### config.mk
export PLATFORM = sky130hd
export DESIGN_NAME = hazard_scoreboard
export DESIGN_NICKNAME = d
export VERILOG_FILES = /design/src/rtl/hazard_scoreboard.sv
export SDC_FILE = /design/constraint.sdc
export NUM_CORES = 1
export LEC_CHECK = 0
export ABC_AREA = 0
export CAP_MARGIN = 10
export CELL_PAD_IN_SITES_DETAIL_PLACEMENT = 0
export CELL_PAD_IN_SITES_GLOBAL_PLACEMENT = 1
export CORE_MARGIN = 2
export CORE_UTILIZATION = 34
export CTS_CLUSTER_SIZE = 14
export DETAILED_ROUTE_END_ITERATION = 16
export PLACE_DENSITY = 0.78
export SYNTH_ARGS = -nofsm -noshare
export SYNTH_HDL_FRONTEND = slang
export SYNTH_SLANG_ARGS = --single-unit
### constraint.sdc
create_clock -name clk -period 1.9 [get_ports clk]
set_input_delay 0.38 -clock clk [delete_from_list [all_inputs] [get_ports clk]]
set_output_delay 0.38 -clock clk [all_outputs]
set_load 0.01 [all_outputs]
### src/rtl/hazard_scoreboard.sv
// rtl/hazard_scoreboard.sv - RAW hazard tracking, stall generation and EX forwarding selects
// Tracks EX/MEM/WB destinations and stalls the decode stage on unresolvable hazards.
`timescale 1ns/1ps
module hazard_scoreboard #(
  parameter bit FORWARD = 1'b1,
  parameter int CNT_W   = 16
) (
  input  logic             clk,
  input  logic             rst,
  input  logic             id_valid,
  input  logic [4:0]       id_rs,
  input  logic [4:0]       id_rt,
  input  logic             id_rs_used,
  input  logic             id_rt_used,
  input  logic [4:0]       id_rd,
  input  logic             id_reg_dst,
  input  logic             id_reg_write,
  input  logic             id_mem_to_reg,
  input  logic             flush,
  output logic             stall,
  output logic [1:0]       ex_fwd_a,
  output logic [1:0]       ex_fwd_b,
  output logic [4:0]       ex_dst,
  output logic [4:0]       mem_dst,
  output logic [4:0]       wb_dst,
  output logic             ex_wr,
  output logic             mem_wr,
  output logic             wb_wr,
  output logic [CNT_W-1:0] stall_count
);

  logic       ex_load;
  logic [4:0] id_dst;
  logic       new_wr;
  logic       rs_ex, rt_ex, rs_mem, rt_mem;
  logic       active;
  logic       advance;
  logic [1:0] fwd_a_nxt, fwd_b_nxt;

  // *_wr is only ever set for a non-zero destination, so register 0 can never match.
  always_comb begin
    id_dst = id_reg_dst ? id_rd : id_rt;
    new_wr = id_valid & id_reg_write & (id_dst != 5'd0);
    rs_ex  = id_rs_used & ex_wr  & (id_rs == ex_dst);
    rt_ex  = id_rt_used & ex_wr  & (id_rt == ex_dst);
    rs_mem = id_rs_used & mem_wr & (id_rs == mem_dst);
    rt_mem = id_rt_used & mem_wr & (id_rt == mem_dst);
    active = id_valid & ~flush;
    if (FORWARD)
      stall = active & ex_load & (rs_ex | rt_ex);
    else
      stall = active & (rs_ex | rt_ex | rs_mem | rt_mem);
    advance = id_valid & ~stall & ~flush;
  end

  always_comb begin
    fwd_a_nxt = 2'b00;
    fwd_b_nxt = 2'b00;
    if (FORWARD && advance) begin
      if (rs_ex)       fwd_a_nxt = 2'b10;
      else if (rs_mem) fwd_a_nxt = 2'b01;
      if (rt_ex)       fwd_b_nxt = 2'b10;
      else if (rt_mem) fwd_b_nxt = 2'b01;
    end
  end

  always_ff @(posedge clk or posedge rst) begin
    if (rst) begin
      ex_dst      <= 5'd0;
      ex_wr       <= 1'b0;
      ex_load     <= 1'b0;
      mem_dst     <= 5'd0;
      mem_wr      <= 1'b0;
      wb_dst      <= 5'd0;
      wb_wr       <= 1'b0;
      ex_fwd_a    <= 2'b00;
      ex_fwd_b    <= 2'b00;
      stall_count <= '0;
    end else begin
      wb_dst   <= mem_dst;
      wb_wr    <= mem_wr;
      mem_dst  <= ex_dst;
      mem_wr   <= ex_wr;
      ex_fwd_a <= fwd_a_nxt;
      ex_fwd_b <= fwd_b_nxt;
      if (advance && new_wr) begin
        ex_dst  <= id_dst;
        ex_wr   <= 1'b1;
        ex_load <= id_mem_to_reg;
      end else begin
        ex_dst  <= 5'd0;
        ex_wr   <= 1'b0;
        ex_load <= 1'b0;
      end
      if (stall && (stall_count != {CNT_W{1'b1}}))
        stall_count <= stall_count + {{(CNT_W-1){1'b0}}, 1'b1};
    end
  end

endmodule

## Yosys cells after proc, flatten, opt, wreduce, memory -nomap -nowiden

Cells that the tools add are included.

- $add $sub $neg: 1
- Equal/unequal tests: 5
- Mux-type cells: 10
- Bitwise logic cells: 18
- Reductions and logical operators: 3

Operator list:

| cell | number |
|---|---|
| 5-bit equality test | 4 |
| 16-bit by 1-bit adder with 16-bit output (second input constant) | 1 |
| 16-bit != test (second input constant) | 1 |
| 1-bit bitwise AND | 15 |
| 5-bit 2-to-1 mux | 2 |
| 2-bit 2-to-1 mux | 4 |
| 5-bit nonzero test | 1 |
| 1-bit 2-to-1 mux | 4 |
| 1-bit logical AND | 2 |
| 1-bit NOT | 2 |
| 1-bit bitwise OR | 1 |

- Flip-flop bits (word level): 39
- Input port bits: 24
- Output and inout bits: 39

## Longest topological paths before layout

- Word-level depth: 9
- Depth in mapped cells: 8

## Worst setup path before layout

Ideal clock, no wire load.

- Path type: register to register
- Start point: register stall_count[0]
- End point: register stall_count[1]
- Library setup time: 0.125 ns
- Data arrival time: 1.704 ns
- Data required time: 1.775 ns
- Path slack: 0.071 ns
- Cell stages (with the launch flop): 8
- Path buffers: 1
- Clock period less this slack: 1.829 ns
- Cell sequence: dfrtp_1 > ha_1 > nand4_1 > nor4_1 > nor2_1 > o21ai_2 > clkbuf_8 > mux2_2

- Cells in the longest elaborated chain, start to end: 2
- Elaborated cells between the ends (all ways): 3
- Classes of those cells: 1 x add/sub; 1 x eq/ne; 1 x reduce/logical

Ends and longest elaborated chain:

| item | line | source |
|---|---|---|
| from (decl) | 29 | `output logic [CNT_W-1:0] stall_count` |
| from (signal assigned) | 96 | `stall_count <= stall_count + {{(CNT_W-1){1'b0}}, 1'b1};` |
| parallel branches: the longest is 2 deep, another holds 16-bit by 1-bit adder with 16-bit output | -- |  |

Several ways; the timed one is not identified.
A chain may end at the register's enable or synchronous reset.

## Worst setup path after layout

- Start point: register ex_dst[0]
- End point: output port stall

- Cells in the longest elaborated chain, start to end: 4
- Elaborated cells between the ends (all ways): 6
- Classes of those cells: 2 x eq/ne; 4 x bitwise

Ends and longest elaborated chain:

| item | line | source |
|---|---|---|
| from (decl) | 23 | `output logic [4:0] ex_dst,` |
| from (signal assigned) | 87 | `ex_dst <= id_dst;` |
| 5-bit equality test, on equally long branches | 44, 45 |  |
| 1-bit bitwise AND, on equally long branches | 44, 45 |  |
| 1-bit bitwise OR * | -- |  |
| 1-bit bitwise AND * | 50 | `stall = active & ex_load & (rs_ex \| rt_ex);` |
| to (decl) | 20 | `output logic stall,` |

Mark *: on every way between the ends. The rest lies on a longest branch, timed or not.

==> out/qor.yml <==
grt_overflow: 0
hold_viol: 0
swShare: 0.222
power_frac_seq: 0.549
die_w_um: 76.4
vias: 1458
start_kind: "flop"
clk_pin_slew_ns: 0.07
crit_required_ns: 1.52
placementRows: 26
fin_ws_ns: 0.0414
fin_worst_skew_ns: 0.00679
ant_nets: 0
syn_to_final_growth_pct: 61.8
whs_ns: 0.409
p_leak_uw: 0.00133
dieArea_um2: 5830
nets: 285
power.share.combinational: 0.120
drt_iter0_drc: 82
setup.worst_path.end_class: "output port"
slew_viol_final: 0
cts_root_buffer: "clkbuf_8"
initial_core_util: 0.351
diodes: 0
critical_path_arrival_ns: 1.48
pin_count: 63
synth_mux_area_frac: 0.0351
worstMarginPinSlew_ns: 0.493
wirelength_um: 4370
rsz0062_at_grt: "true"
synth_fp_nets: 177
synth_cells: 152
clock_path_buffers: 2
ys_async_sr_fraction: 1.00
synth_xor_area_frac: 0.172
cap_violations: 0
synthAdderAreaFrac: 0.00703
drc: 0
clock_power_share: 0.332
relSlewSlack: 0.671
clock-sinks: 39
seq_area_frac_synth: 0.548
hold_class: "flop to flop"
core_area_um2: 5070
p_switching_uw: 347
synth_edf_count: 0
grt_usage: 0.163
drive_gt1_frac: 0.257
grt_pass1_wl_um: 7460
cts_max_level: 2
wire_per_inst_um: 13.2
clk_latency_ns: 0.28
grt_max_degree: 40
place_ws_ns: -0.531
finalPower_uw: 1560
period_needed_ns: 1.86
ys.flop_type: "dfrtp_1"
max_freq_ghz: 0.538
power.density_nw_per_um2: 541
cts_inserted_buffers: 5
mostFrequentLayoutCell: "clkdlybuf4s50_1"
synth_top_family_by_area: "simple AND/OR/NAND/NOR gates"
port_buffers: 62
place_hpwl_um: 3530
crit_fanout: 3
finalSetupViolations: 0
ys_ff_latch: 39
synth_area_um2: 1780
antenna_found_initial: 0
viasPerCell: 4.40
grt_pass1_vias: 1508
outcome: "finished clean"
synth_warnings: 0
vdd_ir_drop_max_mv: 0.234
synthSimpleGateAreaFrac: 0.198
cts_tree: "yes"
dr.pass1.iters: 4
die_h_um: 76.4
synth_compound_area_frac: 0.0169
gp_congestion: 0.865
setup.worst_path.class: "flop to output port"
p_int_uw: 1210
final_cell_mix: "clkdlybuf4s50_1, buf_4, dfrtp_1"
yosysUniqueCellTypes: 29
fin_crit_sh: 0.978
avgSynthCellArea_um2: 11.7
==> cells in the mapped netlist (all sizes together) (3+ instances only) <==
cell type,count,area share
nand4,6,0.030
dfrtp,39,0.55
xnor2,18,0.089
inv,6,0.013
mux2i,4,0.022
nor4,8,0.039
nand3,9,0.025
nor3,6,0.017
or4,3,0.015
nand2,7,0.015
xor2,17,0.084
nor2,14,0.032
==> logic make-up (layout without fill, tap and decap cells) <==
family	count (synthesis)	after routing
and+or+nand+nor	59	59
DFF	39	39
xor gates and xnor gates	35	35
buffers and inverters	8	117
muxes	6	6
AOI/OAI and AO/OA	4	4
adders and majority gates	1	1
==> area by class of cell <==
| cell class | count | area [um2] |
|---|---|---|
| Fill cell | 470 | 2190 |
| Sequential cell | 39 | 977 |
| Timing Repair Buffer | 103 | 918 |
| Multi-Input combinational cell | 105 | 795 |
| Tap cell | 70 | 87.6 |
| Clock buffer | 7 | 76.3 |
| Inverter | 6 | 22.5 |
| Clock inverter | 1 | 5.00 |
==> through the flow <==
stage | TNS (ns) | utilization | cell area, um2 | cells
after detailed placement | -4.99 | 0.548 | 2780 | 323
after floorplan | 0 | - | 1780 | 152
after CTS | 0 | 0.561 | 2850 | 331
after global routing | -0.148 | 0.568 | 2880 | 331
after global placement | -4.88 | 0.548 | 2780 | 323
final | 0 | 0.568 | 2880 | 331
==> critical path: stages, from the launching register on <==
cell and delay (ns):
dfrtp_1 0.44, xnor2_1 0.19, nand4_1 0.13, nor2_2 0.11, nor2_1 0.06, nor2_1 0.11
buf_2 0.15
==> path summary, 6_finish.rpt <==
kind | startpoint | to | slack (ns) | cells after the start
max | ex_dst[0]$_DFF_PP0_ | stall | 0.04 | 6
min | mem_wr$_DFF_PP0_ | wb_wr$_DFF_PP0_ | 0.41 | 0
max reg2reg | ex_dst[2]$_DFF_PP0_ | stall_count[15]$_DFFE_PP0P_ | 0.06 | 7
min reg2reg | mem_wr$_DFF_PP0_ | wb_wr$_DFF_PP0_ | 0.41 | 0
max in group asynchronous | rst | stall_count[5]$_DFFE_PP0P_ | 1.02 | 3
min in group asynchronous | rst | wb_dst[0]$_DFF_PP0_ | 0.51 | 3
==> timing repair <==
| action | CTS | global route |
|---|---|---|
| resized for setup | 15 | 9 |
| setup buffers | 0 | 0 |
| gates cloned | 0 | 0 |
| endpoints found under the setup margin | 5 | 8 |
| pin swaps | 5 | 5 |
| hold buffers | 0 | 0 |
==> power groups by stage <==
stage	clock network, uW	registers [uW]	logic, uW
3_5_place_dp	0	872	196
6_report	517	856	187
3_3_place_gp	0	871	194
5_1_grt	580	857	205
2_1_floorplan	0	875	60.5
4_1_cts	547	855	189
==> layer usage <==
layer / track usage / routed length (um)
met4: 0.0600 / 78
met2: 0.256 / 2100
met3: 0.0379 / 133
met1: 0.222 / 2050
met5: 0 / 0
==> state kept, by name (all words and copies together), names as in the netlist <==
name         count
ex_wr            1
mem_wr           1
wb_wr            1
ex_dst           5
ex_fwd_b         2
ex_load          1
stall_count     16
mem_dst          5
ex_fwd_a         2
wb_dst           5
No activity file was read; power rests on OpenSTA's default activity.
